### config.mk
export PLATFORM = sky130hd
export DESIGN_NAME = j_addsize_walker
export DESIGN_NICKNAME = d
export VERILOG_FILES = /design/src/rtl/j_addsize_walker_pkg.sv /design/src/rtl/j_addsize_walker_addsize.sv /design/src/rtl/j_addsize_walker.sv
export SDC_FILE = /design/constraint.sdc
export NUM_CORES = 1
export LEC_CHECK = 0
export ABC_CLOCK_PERIOD_IN_PS = 6500
export BUFFER_PORTS_ARGS = -buffer_cell sky130_fd_sc_hd__buf_2
export CAP_MARGIN = 20
export CORE_UTILIZATION = 50
export CTS_BUF_LIST = sky130_fd_sc_hd__clkbuf_16
export DETAILED_ROUTE_END_ITERATION = 7
export PLACE_DENSITY_LB_ADDON = 0.1
export SYNTH_ARGS = -nofsm -noshare
export SYNTH_HDL_FRONTEND = slang
export SYNTH_SLANG_ARGS = --single-unit
### constraint.sdc
create_clock -name sys_clk -period 6.5 [get_ports sys_clk]
set_clock_uncertainty 0.15 [all_clocks]
set_input_delay 0.325 -clock sys_clk [delete_from_list [all_inputs] [get_ports sys_clk]]
set_output_delay 0.325 -clock sys_clk [all_outputs]
set_load 0.005 [all_outputs]
### src/rtl/j_addsize_walker_pkg.sv
// Shared constants and FSM state encoding for the address-size walker.
package j_addsize_walker_pkg;

  localparam int unsigned ADDR_W_DEF = 23;
  localparam int unsigned CNT_W_DEF  = 16;

  typedef enum logic [1:0] {
    ST_IDLE = 2'd0,
    ST_RUN  = 2'd1,
    ST_DONE = 2'd2
  } walk_state_t;

endpackage

### src/rtl/j_addsize_walker_addsize.sv
// Combinational ADDR_W-bit + 3-bit adder; carry out of the top bit is dropped (modulo wrap).
module j_addsize
  import j_addsize_walker_pkg::*;
#(
  parameter int unsigned ADDR_W = ADDR_W_DEF
) (
  input  logic [ADDR_W-1:0] i_a,
  input  logic [2:0]        i_b,
  output logic [ADDR_W-1:0] o_sum
);

  logic [ADDR_W-2:0] w_c;

  // Bit 0 is a half adder, bits 1-2 full adders, the rest a half-adder carry ripple.
  always_comb begin
    w_c   = '0;
    o_sum = '0;
    o_sum[0] = i_a[0] ^ i_b[0];
    w_c[0]   = i_a[0] & i_b[0];
    for (int unsigned i = 1; i < 3; i++) begin
      o_sum[i] = i_a[i] ^ i_b[i] ^ w_c[i-1];
      w_c[i]   = (i_a[i] & i_b[i]) | (w_c[i-1] & (i_a[i] ^ i_b[i]));
    end
    for (int unsigned i = 3; i < ADDR_W - 1; i++) begin
      o_sum[i] = i_a[i] ^ w_c[i-1];
      w_c[i]   = i_a[i] & w_c[i-1];
    end
    o_sum[ADDR_W-1] = i_a[ADDR_W-1] ^ w_c[ADDR_W-2];
  end

endmodule

### src/rtl/j_addsize_walker.sv
// Sequential address stepper: issues one request per transfer and advances the
// address by the latched transfer size on each acknowledge.
module j_addsize_walker
  import j_addsize_walker_pkg::*;
#(
  parameter int unsigned ADDR_W = ADDR_W_DEF,
  parameter int unsigned CNT_W  = CNT_W_DEF
) (
  input  logic              sys_clk,
  input  logic              reset,
  input  logic              start,
  input  logic              abort,
  input  logic [ADDR_W-1:0] start_addr,
  input  logic [CNT_W-1:0]  xfer_count,
  input  logic [2:0]        size,
  input  logic              ack,
  output logic              req,
  output logic [ADDR_W-1:0] addr,
  output logic              busy,
  output logic              last,
  output logic              done
);

  walk_state_t       r_state;
  walk_state_t       w_state_nxt;
  logic [ADDR_W-1:0] r_addr;
  logic [CNT_W-1:0]  r_rem;
  logic [2:0]        r_size;
  logic [ADDR_W-1:0] w_addr_sum;
  logic              w_load;
  logic              w_step;
  logic              w_rem_one;

  j_addsize #(.ADDR_W(ADDR_W)) u_addsize (
    .i_a   (r_addr),
    .i_b   (r_size),
    .o_sum (w_addr_sum)
  );

  assign w_rem_one = (r_rem == CNT_W'(1));

  // abort outranks ack in RUN; start is only looked at in IDLE.
  always_comb begin
    w_state_nxt = r_state;
    w_load      = 1'b0;
    w_step      = 1'b0;
    case (r_state)
      ST_IDLE: begin
        if (start) begin
          w_load      = 1'b1;
          w_state_nxt = (xfer_count == '0) ? ST_DONE : ST_RUN;
        end
      end
      ST_RUN: begin
        if (abort) begin
          w_state_nxt = ST_IDLE;
        end else if (ack) begin
          w_step = 1'b1;
          if (w_rem_one) w_state_nxt = ST_DONE;
        end
      end
      ST_DONE: w_state_nxt = ST_IDLE;
      default: w_state_nxt = ST_IDLE;
    endcase
  end

  always_comb begin
    req  = (r_state == ST_RUN);
    busy = (r_state == ST_RUN) || (r_state == ST_DONE);
    last = req & w_rem_one;
    done = (r_state == ST_DONE);
    addr = r_addr;
  end

  always_ff @(posedge sys_clk or posedge reset) begin
    if (reset) begin
      r_state <= ST_IDLE;
      r_addr  <= '0;
      r_rem   <= '0;
      r_size  <= '0;
    end else begin
      r_state <= w_state_nxt;
      if (w_load) begin
        r_addr <= start_addr;
        r_rem  <= xfer_count;
        r_size <= size;
      end else if (w_step) begin
        r_addr <= w_addr_sum;
        r_rem  <= r_rem - CNT_W'(1);
      end
    end
  end

endmodule

## Word level (Yosys, flattened, before mapping)

Index checks and enable logic that the tools add are counted.

- Word-level logic and storage cells: 83
- Output and inout bits: 27
- Input bits: 47
- Flip-flop bits (word level): 44

- Equality and inequality tests: 6
- Reductions and logical operators: 5
- Mux-type cells: 15
- Bitwise operators: 52
- Add/subtract/negate cells: 1

Operator list:

| cell | number |
|---|---|
| 2-to-1 mux 23 bit | 2 |
| 2-to-1 mux 16 bit | 2 |
| AND 1 bit | 25 |
| XOR 1 bit | 25 |
| == test 16 x 1 -> 1 bit (second input constant) | 1 |
| logical NOT 16 bit | 1 |
| subtractor 16 x 1 -> 16 bit (second input constant) | 1 |
| 2-to-1 mux 2 bit | 5 |
| 2-to-1 mux 1 bit | 5 |
| one-hot mux 2 bit (2 select lines) | 1 |
| inequality test 3 x 2 -> 1 bit (second input constant) | 1 |
| inequality test 3 bit (second input constant) | 1 |
| AND reduction 3 bit | 1 |
| == test 2 x 1 -> 1 bit (second input constant) | 1 |
| == test 2 bit (second input constant) | 1 |
| logical NOT 2 bit | 1 |
| inequality test 2 bit (second input constant) | 1 |
| bitwise OR 1 bit | 2 |
| nonzero test 2 bit | 1 |
| logical OR 1 bit | 1 |

## Longest topological paths before layout

Gate-level depths: netlist (run 1).

- Word-level depth: 27
- Mapped depth: 27
- Depth with buffers taken out: 27

## Cells and area by module

From an unflattened synthesis (run 1), not the netlist that was laid out.

- Cell total of the unflattened synthesis: 278
- Area, all modules: 2673.8 sq um

By module, submodules not included:

| module | cells an instance | area each (sq um) | sequential area each (sq um) | times used |
|---|---|---|---|---|
| j_addsize_walker | 250 | 2356.0 | 1101.1 | 1 |
| j_addsize | 28 | 317.8 | 0.0 | 1 |

## Least setup slack after synthesis (run 1)

Ideal clock, no wire load.

- Path kind: register to register
- Start: reg r_addr[0], in the netlist addr[0]
- End: reg r_addr[22], in the netlist addr[22]
- Cell stages (with the launch flop): 28
- Required time: 6215 ps
- Setup time: 135 ps
- Slack: 1522 ps
- Period minus slack after synthesis: 4978 ps
- Path buffers: 0
- Arrival: 4693 ps
- Cell sequence: dfrtp_1 > ha_1 > fa_1 > inv_1 > fa_1 > inv_1 > ha_1 > ha_1 > ha_1 > ha_1 > ha_1 > ha_1 > ha_1 > ha_1 > ha_1 > ha_1 > ha_1 > ha_1 > ha_1 > ha_1 > ha_1 > ha_1 > ha_1 > ha_1 > ha_1 > nand2_1 > xor2_1 > o21ai_0

- Word-level cells in the longest chain between the ends: 27

RTL lines:

| what | RTL line | source |
|---|---|---|
| start: declaration | j_addsize_walker.sv:26 | `logic [ADDR_W-1:0] r_addr;` |
| start signal: assignment | j_addsize_walker.sv:84 | `r_addr <= start_addr;` |
| start signal: assignment | j_addsize_walker.sv:88 | `r_addr <= w_addr_sum;` |
| AND 1 bit | j_addsize_walker_addsize.sv:19 | `w_c[0] = i_a[0] & i_b[0];` |
| AND 1 bit | j_addsize_walker_addsize.sv:22 | `w_c[i] = (i_a[i] & i_b[i]) \| (w_c[i-1] & (i_a[i] ^ i_b[i]));` |
| bitwise OR 1 bit | j_addsize_walker_addsize.sv:22 |  |
| AND 1 bit | j_addsize_walker_addsize.sv:22 |  |
| bitwise OR 1 bit | j_addsize_walker_addsize.sv:22 |  |
| AND 1 bit (19 in a row) | j_addsize_walker_addsize.sv:26 | `w_c[i] = i_a[i] & w_c[i-1];` |
| XOR 1 bit | j_addsize_walker_addsize.sv:28 | `o_sum[ADDR_W-1] = i_a[ADDR_W-1] ^ w_c[ADDR_W-2];` |
| 2-to-1 mux 23 bit | j_addsize_walker.sv:87 | `end else if (w_step) begin` |
| 2-to-1 mux 23 bit | j_addsize_walker.sv:83 | `if (w_load) begin` |

No other way between the ends. The select of a mux whose other input is x is not followed.
A chain may end at the register's enable or synchronous reset.

## Final worst setup path (run 1)

Ends and elaborated chain as after synthesis.

==> results of run 1 <==
## flip-flops by register name, summed over array words and instances, names as in the netlist
name,cells
r_rem,16
r_size,3
addr,23
r_state,2
## where the power goes
group	internal [W]	switching (W)	total, W
Clock	0.000179	0.000101	0.000281
Combinational	0.000253	0.000300	0.000553
Sequential	0.000412	0.000133	0.000545
Total	0.000844	0.000534	0.00138
## worst paths after layout
kind	startpoint	end	slack [ns]	cells after the start
worst min-delay path	start_addr[22]	addr[22]$_DFFE_PP0P_	0.09	3
worst min register to register	r_size[1]$_DFFE_PP0P_	r_size[1]$_DFFE_PP0P_	0.37	2
worst max-delay path	addr[0]$_DFFE_PP0P_	addr[22]$_DFFE_PP0P_	1.23	27
min in group asynchronous	reset	addr[13]$_DFFE_PP0P_	0.10	2
worst max register to register	addr[0]$_DFFE_PP0P_	addr[22]$_DFFE_PP0P_	1.23	27
max in group asynchronous	reset	addr[2]$_DFFE_PP0P_	5.52	2
## area by class of cell
class / instances / area, µm²
fill: 430 / 1665
sequential: 44 / 1101
clock buffer: 5 / 125.1
timing repair buffer: 75 / 387.9
tap: 67 / 83.83
multi-input combinational: 229 / 1409
clock inverter: 3 / 38.79
inverter: 10 / 37.54
## placed cells by master (no fill, tap or decap), drive strengths merged, types with 6 or more instances in the layout
cell / instances
nand2: 68
dfrtp: 44
ha: 25
nor4: 6
xor2: 6
buf: 75
a31oi: 28
or3: 7
nor2: 39
o21ai: 16
inv: 11
## stage by stage
| step | hold WS, ns | area [µm²] |
|---|---|---|
| after floorplan | 0.2804 | 2599 |
| after global placement | 0.3193 | 3004 |
| after detailed placement | 0.3312 | 3004 |
| after CTS | 0.09110 | 3168 |
| after global routing | 0.1080 | 3183 |
| final | 0.09367 | 3183 |
## worst max-delay path: stages, from the launching register on
cell and delay, ns:
dfrtp_1 0.41, ha_1 0.23, fa_1 0.37, inv_1 0.09, fa_1 0.16, inv_1 0.04
ha_1 0.17, ha_1 0.18, ha_1 0.18, ha_1 0.18, ha_1 0.18, ha_1 0.18
ha_1 0.18, ha_1 0.17, ha_1 0.18, ha_1 0.18, ha_1 0.18, ha_1 0.18
ha_1 0.19, ha_1 0.18, ha_1 0.18, ha_1 0.18, ha_1 0.18, ha_1 0.18
ha_1 0.17, nand2_1 0.06, xor2_1 0.15, o21ai_0 0.08
## routing by layer
layer	GRT usage (%)	vias to the layer above	share of wire, %
met5	0	-	0
met4	5.769	0	1.0
met3	4.201	4	4.2
met2	35.96	56	46
met1	32.70	1085	49
li1	-	1167	-
## cell usage after synthesis (all sizes together), types with 2 or more instances
cell / count / share of area (%)
inv: 10 / 1.4
xnor2: 2 / 0.67
o211ai: 3 / 0.87
a21oi: 2 / 0.39
fa: 2 / 1.5
nand2: 68 / 9.8
xor2: 6 / 2.0
or3: 7 / 1.9
nor4: 6 / 2.0
nand3: 4 / 0.77
o41ai: 2 / 0.67
clkbuf: 12 / 1.7
nor3: 2 / 0.39
dfrtp: 44 / 42
ha: 25 / 12
nand4: 2 / 0.48
o21ai: 16 / 3.1
or4b: 2 / 0.77
nor2: 39 / 5.6
a31oi: 28 / 6.7
buf: 2 / 0.34
## kinds of logic after synthesis
family                   count (synthesis)  share of synthesized area (%)
buffers and inverters                   24                          3.514
adder cells (fa/ha/maj)                 27                          13.58
flip-flops                              44                          42.37
XOR/XNOR                                 8                          2.696
AND/OR/NAND/NOR                        140                          24.89
AO/OA/AOI/OAI                           54                          12.95
==> metrics.csv, run 1 <==
stage,metric,value,unit
status,status,finished clean,
min_path,hold_path.class,in -> reg,
clocking,cts_num_sinks,44,
floorplan,die_y,74.10,µm
clocking,root_buffer,clkbuf_16,
synthesis,synth-seq-area-share,42.37,%
sta,finalHoldViolCount,0,
route,dr.pass1.iters,4,
synthesis,async_reset_ff_share,100.0,%
floorplan,core,4848,µm²
placement,place_congestion,0.8040,
worst_setup_path,cp.required,6.48,ns
pwr,power_leakage,1.516,nW
synthesis,synthFlopType,dfrtp_1,
worst_setup_path,cp_max_fo,3,
pwr,ir_drop,0.2245,mV
route,vias,2312,
floorplan,io_pins,74,
clocking,cts_tree,built,
sta,fin_ws,1.229,ns
floorplan,start_util,53.60,%
layout,diodes,0,
synthesis,synth_cell_type_count,37,
global_routing,grt_pass1_wl,9646,µm
layout,nNetsFinal,439,
route,drtIter0Drc,148,
worst_setup_path,critPathLaunchType,flip-flop,
floorplan,die_w,74.10,µm
global_routing,grt_pass1_vias,2102,
placement,hpwl,4065,µm
global_routing,grt_max_degree,60,
layout,fin_util,65.65,%
sta,slew_violations,0,
layout,drive_above_1_share,24.32,%
pwr,finalPower,0.001378,W
worst_setup_path,endpoint_kind,flip-flop,
synthesis,ys_seq_elements,44,
route,drcViolationCount,0,
route,avgRoutedWirePerCell,13.43,µm
layout,final_cell_count_no_fill,433,
clocking,htree_levels,2,
layout,areaGrowthSynthToFinish,22.48,%
placement,portBuffers,73,
sta,rsz0062_at_grt,false,
sta,layout_min_cycle_time,5.271,ns
global_routing,grt.total_usage,22.89,%
synthesis,yosysWarningCount,0,
clocking,cts_buffer_depth,2,
flow_run,cap_violations,0,
sta,fin_tns_setup,0,ns
synthesis,synth-edff-count,0,
sta,setup_viol,0,
route,route.antenna.remaining_nets,0,
route,vias_per_cell,5.339,
worst_setup_path,critPathKind,reg -> reg,
floorplan,rows,25,
synthesis,syn-instance-count,297,
worst_setup_path,crit_arrival,5.25,ns
clocking,cts_made_buffers,5,
sta,slew_headroom,33.56,%
pwr,p_per_area,433.0,nW/µm²
synthesis,synth_nets,371,
clocking,clk_latency,0.28,ns
global_routing,grt_antenna_before_repair,0,
synthesis,syn_area,2599,µm²
clocking,cts_hold_buf,0,
placement,dp_cells,424,
clocking,post_cts_buffers,0,
sta,tightest_slew,0.9930,ns
clocking,path_clk_slew,0.06,ns
sta,fin_crit_sh,81.09,%
sta,clock.fmax,189.7,MHz
clocking,cts_resized,0,
synthesis,avgSynthCellArea,8.750,µm²
route,totalWireLength,5817,µm
global_routing,grt_overflow,0,
placement,pre_cts_ws,1.315,ns
floorplan,die_area,5490,µm²
No activity file was read; power rests on OpenSTA's default activity.
==> run 2: changes to the inputs <==
--- a/config.mk
+++ b/config.mk
@@ -5,10 +5,11 @@
 export SDC_FILE = /design/constraint.sdc
 export NUM_CORES = 1
 export LEC_CHECK = 0
-export ABC_CLOCK_PERIOD_IN_PS = 6500
+export ABC_AREA = 1
+export ABC_CLOCK_PERIOD_IN_PS = 4200
 export BUFFER_PORTS_ARGS = -buffer_cell sky130_fd_sc_hd__buf_2
 export CAP_MARGIN = 20
-export CORE_UTILIZATION = 50
+export CORE_UTILIZATION = 48
 export CTS_BUF_LIST = sky130_fd_sc_hd__clkbuf_16
 export DETAILED_ROUTE_END_ITERATION = 7
 export PLACE_DENSITY_LB_ADDON = 0.1
==> constraint.sdc (replaced) <==
create_clock -name sys_clk -period 4.2 [get_ports sys_clk]
set_clock_uncertainty 0.15 [all_clocks]
set_input_delay 0.21 -clock sys_clk [delete_from_list [all_inputs] [get_ports sys_clk]]
set_output_delay 0.21 -clock sys_clk [all_outputs]
set_load 0.005 [all_outputs]
==> metrics.csv, run 2 <==
stage,metric,value,unit,change
global_routing,grt_max_degree,51,,was 60
synthesis,synth-edff-count,0,,unchanged
clocking,post_cts_buffers,0,,unchanged
route,wl_met2,3245,µm,was 2653 µm
route,highest_layer,met4,,unchanged
clocking,root_buffer,clkbuf_16,,unchanged
synthesis,synth_commonest_cells,"nand2_1 (115), nor2_1 (56), dfrtp_1 (44)",,"was nand2_1 (68), dfrtp_1 (44), nor2_1 (39)"
layout,drive_above_1_share,27.31,%,was 24.32%
layout,areaGrowthSynthToFinish,28.18,%,was 22.48%
sta,layout_min_cycle_time,4.701,ns,was 5.271 ns
sta,slew_violations,0,,unchanged
sta,hold_slack,-0.02270,ns,was 0.09367 ns
floorplan,rows,27,,was 25
status,violations,"hold timing, setup timing",,
layout,diodes,0,,unchanged
route,vias_per_cell,5.175,,was 5.339
worst_setup_path,r2r_setup_slack,-0.50,ns,was 1.23 ns
worst_setup_path,r2r_cells,27,,unchanged
clocking,cts_num_sinks,44,,unchanged
global_routing,grt_pass1_wl,11390,µm,was 9646 µm
synthesis,ys_seq_elements,44,,unchanged
floorplan,die_w,78.82,µm,was 74.10 µm
worst_setup_path,endpoint_kind,flip-flop,,unchanged
worst_setup_path,cp_common_cell,ha_4,,was ha_1
sta,tightest_slew,0.9238,ns,was 0.9930 ns
synthesis,synth_top_cells_by_area,"dfrtp_1 (39%), nand2_1 (15%), ha_1 (11%)",,"was dfrtp_1 (42%), ha_1 (12%), nand2_1 (9.8%)"
worst_setup_path,crit_arrival,4.71,ns,was 5.25 ns
floorplan,die_y,78.82,µm,was 74.10 µm
worst_setup_path,critical_path.max_stage_delay,0.38,ns,was 0.41 ns
min_path,hold_path.class,in -> async,,was in -> reg
floorplan,die_area,6213,µm²,was 5490 µm²
route,route.antenna.remaining_nets,0,,unchanged
layout,fillers,516,,was 430
floorplan,io_pins,74,,unchanged
synthesis,async_reset_ff_share,100.0,%,unchanged
layout,fin_util,64.75,%,was 65.65%
worst_setup_path,r2r_end,addr[22]$_DFFE_PP0P_,,unchanged
global_routing,grt.total_usage,23.33,%,was 22.89%
synthesis,synth_top_cell_by_area,dfrtp_1,,unchanged
layout,nNetsFinal,517,,was 439
route,avgRoutedWirePerCell,12.86,µm,was 13.43 µm
sta,setup_viol,5,,was 0
worst_setup_path,reg2reg_from,r_size[0]$_DFFE_PP0P_,,was addr[0]$_DFFE_PP0P_
clocking,htree_levels,2,,unchanged
synthesis,avgSynthCellArea,7.656,µm²,was 8.750 µm²
layout,largest_reg_flops,23,,unchanged
worst_setup_path,cp.required,4.21,ns,was 6.48 ns
synthesis,synth_top_cell_area_share,38.87,%,was 42.37%
sta,fin_crit_sh,111.9,%,was 81.09%
placement,place_area,3455,µm²,was 3004 µm²
synthesis,synthFlopType,dfrtp_1,,unchanged
route,dr.pass1.iters,4,,unchanged
synthesis,synth-seq-area-share,38.87,%,was 42.37%
clocking,cts_made_buffers,5,,unchanged
placement,place_congestion,0.8115,,was 0.8040
sta,finalHoldViolCount,44,,was 0
worst_setup_path,cp_max_fo,2,,was 3
pwr,power_leakage,1.725,nW,was 1.516 nW
sta,slew_headroom,38.33,%,was 33.56%
pwr,p_per_area,688.4,nW/µm²,was 433.0 nW/µm²
synthesis,yosysWarningCount,0,,unchanged
status,status,"complete, but fails checks",,was finished clean
placement,hpwl,4770,µm,was 4065 µm
clocking,clk_latency,0.28,ns,about the same
layout,final_area,3631,µm²,was 3183 µm²
global_routing,grt_antenna_before_repair,0,,unchanged
route,vias,2665,,was 2312
sta,rsz0062_at_grt,true,,was false
layout,final_cell_mix,"nand2_1 (113), buf_2 (73), nor2_1 (56)",,"was buf_2 (73), nand2_1 (67), dfrtp_1 (44)"
route,dr_wl_met3,357,µm,was 242 µm
synthesis,synth_cell_type_count,27,,was 37
sta,clock.fmax,212.7,MHz,was 189.7 MHz
route,drtIter0Drc,96,,was 148
route,met1_length,2960,µm,was 2859 µm
flow_run,cap_violations,0,,unchanged
clocking,cts_buffer_depth,2,,unchanged
global_routing,grt_pass1_vias,2530,,was 2102
route,drcViolationCount,0,,unchanged
clocking,cts_tree,built,,unchanged
layout,final_common_cell,nand2_1,,was buf_2
floorplan,start_util,50.51,%,was 53.60%
synthesis,synth_most_common_cell,nand2_1,,unchanged
worst_setup_path,critPathLaunchType,flip-flop,,unchanged
synthesis,synth_nets,444,,was 371
synthesis,syn_area,2833,µm²,was 2599 µm²
pwr,ir_drop,0.3639,mV,was 0.2245 mV
worst_setup_path,critPathKind,reg -> reg,,unchanged
global_routing,grt_overflow,0,,unchanged
placement,portBuffers,73,,unchanged
clocking,path_clk_slew,0.06,ns,about the same
worst_setup_path,slowest_stage,dfrtp_1,,unchanged
sta,fin_ws,-0.5015,ns,was 1.229 ns
synthesis,syn-instance-count,370,,was 297
route,totalWireLength,6623,µm,was 5817 µm
floorplan,core,5608,µm²,was 4848 µm²
[run 2: cell count changes in the layout (fill, tap and decap cells not counted), sizes merged, moves of 18 or more]
cell	previous run	this run
nand3	4	23
nand2	68	120
inv	11	29
nor2	39	61
[run 2: per-layer routing]
metal / track usage (%) / up-vias
met2: 40.96 / 64
met1: 28.75 / 1243
met4: 5.455 / 0
met5: 0 / -
li1: - / 1352
met3: 5.747 / 6
[run 2: stage by stage]
step                setup TNS (ns)  setup WS (ns)  cells  total power, W
floorplan                   -1.089        -0.3966    370        0.001771
global placement            -1.291        -0.4534    505        0.002067
detailed placement          -1.751        -0.5524    505        0.002126
CTS                         -1.551        -0.5135    515        0.002524
global route                -2.128        -0.6371    515        0.002774
finish                      -1.482        -0.5015    515        0.002499
[run 2: area by class of cell]
type | count | area, µm² | share of cell area [%]
multi-input combinational | 285 | 1785 | 49.17
sequential | 44 | 1101 | 30.32
timing repair buffer | 78 | 410.4 | 11.30
clock buffer | 5 | 125.1 | 3.446
inverter | 29 | 110.1 | 3.032
tap | 72 | 90.09 | 2.481
clock inverter | 2 | 8.758 | 0.2412
[run 2: what timing repair did]
action	4_1_cts	5_1_grt
setup endpoints to repair	5	5
gates resized for setup	2	1
hold buffers	3	0
pin swaps	4	3
endpoints found under the hold margin	3	0
[run 2: logic make-up (layout without fill, tap and decap cells)]
family	count (synthesis)	count (layout)	share of synthesized area, %
simple gates	207	207	30.30
compound gates	47	47	10.20
flops	44	44	38.87
buf+inv	41	114	6.934
fa+ha+maj	27	27	12.46
xor+xnor	4	4	1.237
[run 2: worst max-delay path by stage]
stage	startpoint	endpoint	slack [ns]	cells after the start
after detailed placement	r_size[0]$_DFFE_PP0P_	addr[22]$_DFFE_PP0P_	-0.55	27
final	r_size[0]$_DFFE_PP0P_	addr[22]$_DFFE_PP0P_	-0.50	27
after floorplan	addr[0]$_DFFE_PP0P_	addr[22]$_DFFE_PP0P_	-0.40	27
after CTS	addr[0]$_DFFE_PP0P_	addr[22]$_DFFE_PP0P_	-0.51	27
after global placement	r_size[0]$_DFFE_PP0P_	addr[22]$_DFFE_PP0P_	-0.45	27
after global routing	r_size[0]$_DFFE_PP0P_	addr[22]$_DFFE_PP0P_	-0.64	27
[run 2: where the power goes]
| group | total (W) | internal [W] | switching [W] |
|---|---|---|---|
| Sequential | 0.000859 | 0.000638 | 0.000221 |
| Combinational | 0.00127 | 0.000536 | 0.000733 |
| Clock | 0.000371 | 0.000214 | 0.000157 |
| Total | 0.00250 | 0.00139 | 0.00111 |
[run 2: critical path, delay by kind of cell, from the launching register on]
kind | cells | cell delay, ns
AND/OR/NAND/NOR | 1 | 0.06
AO/OA/AOI/OAI | 1 | 0.08
adder cells (fa/ha/maj) | 22 | 3.62
buffers and inverters | 2 | 0.10
XOR/XNOR | 1 | 0.15
flip-flops | 1 | 0.38
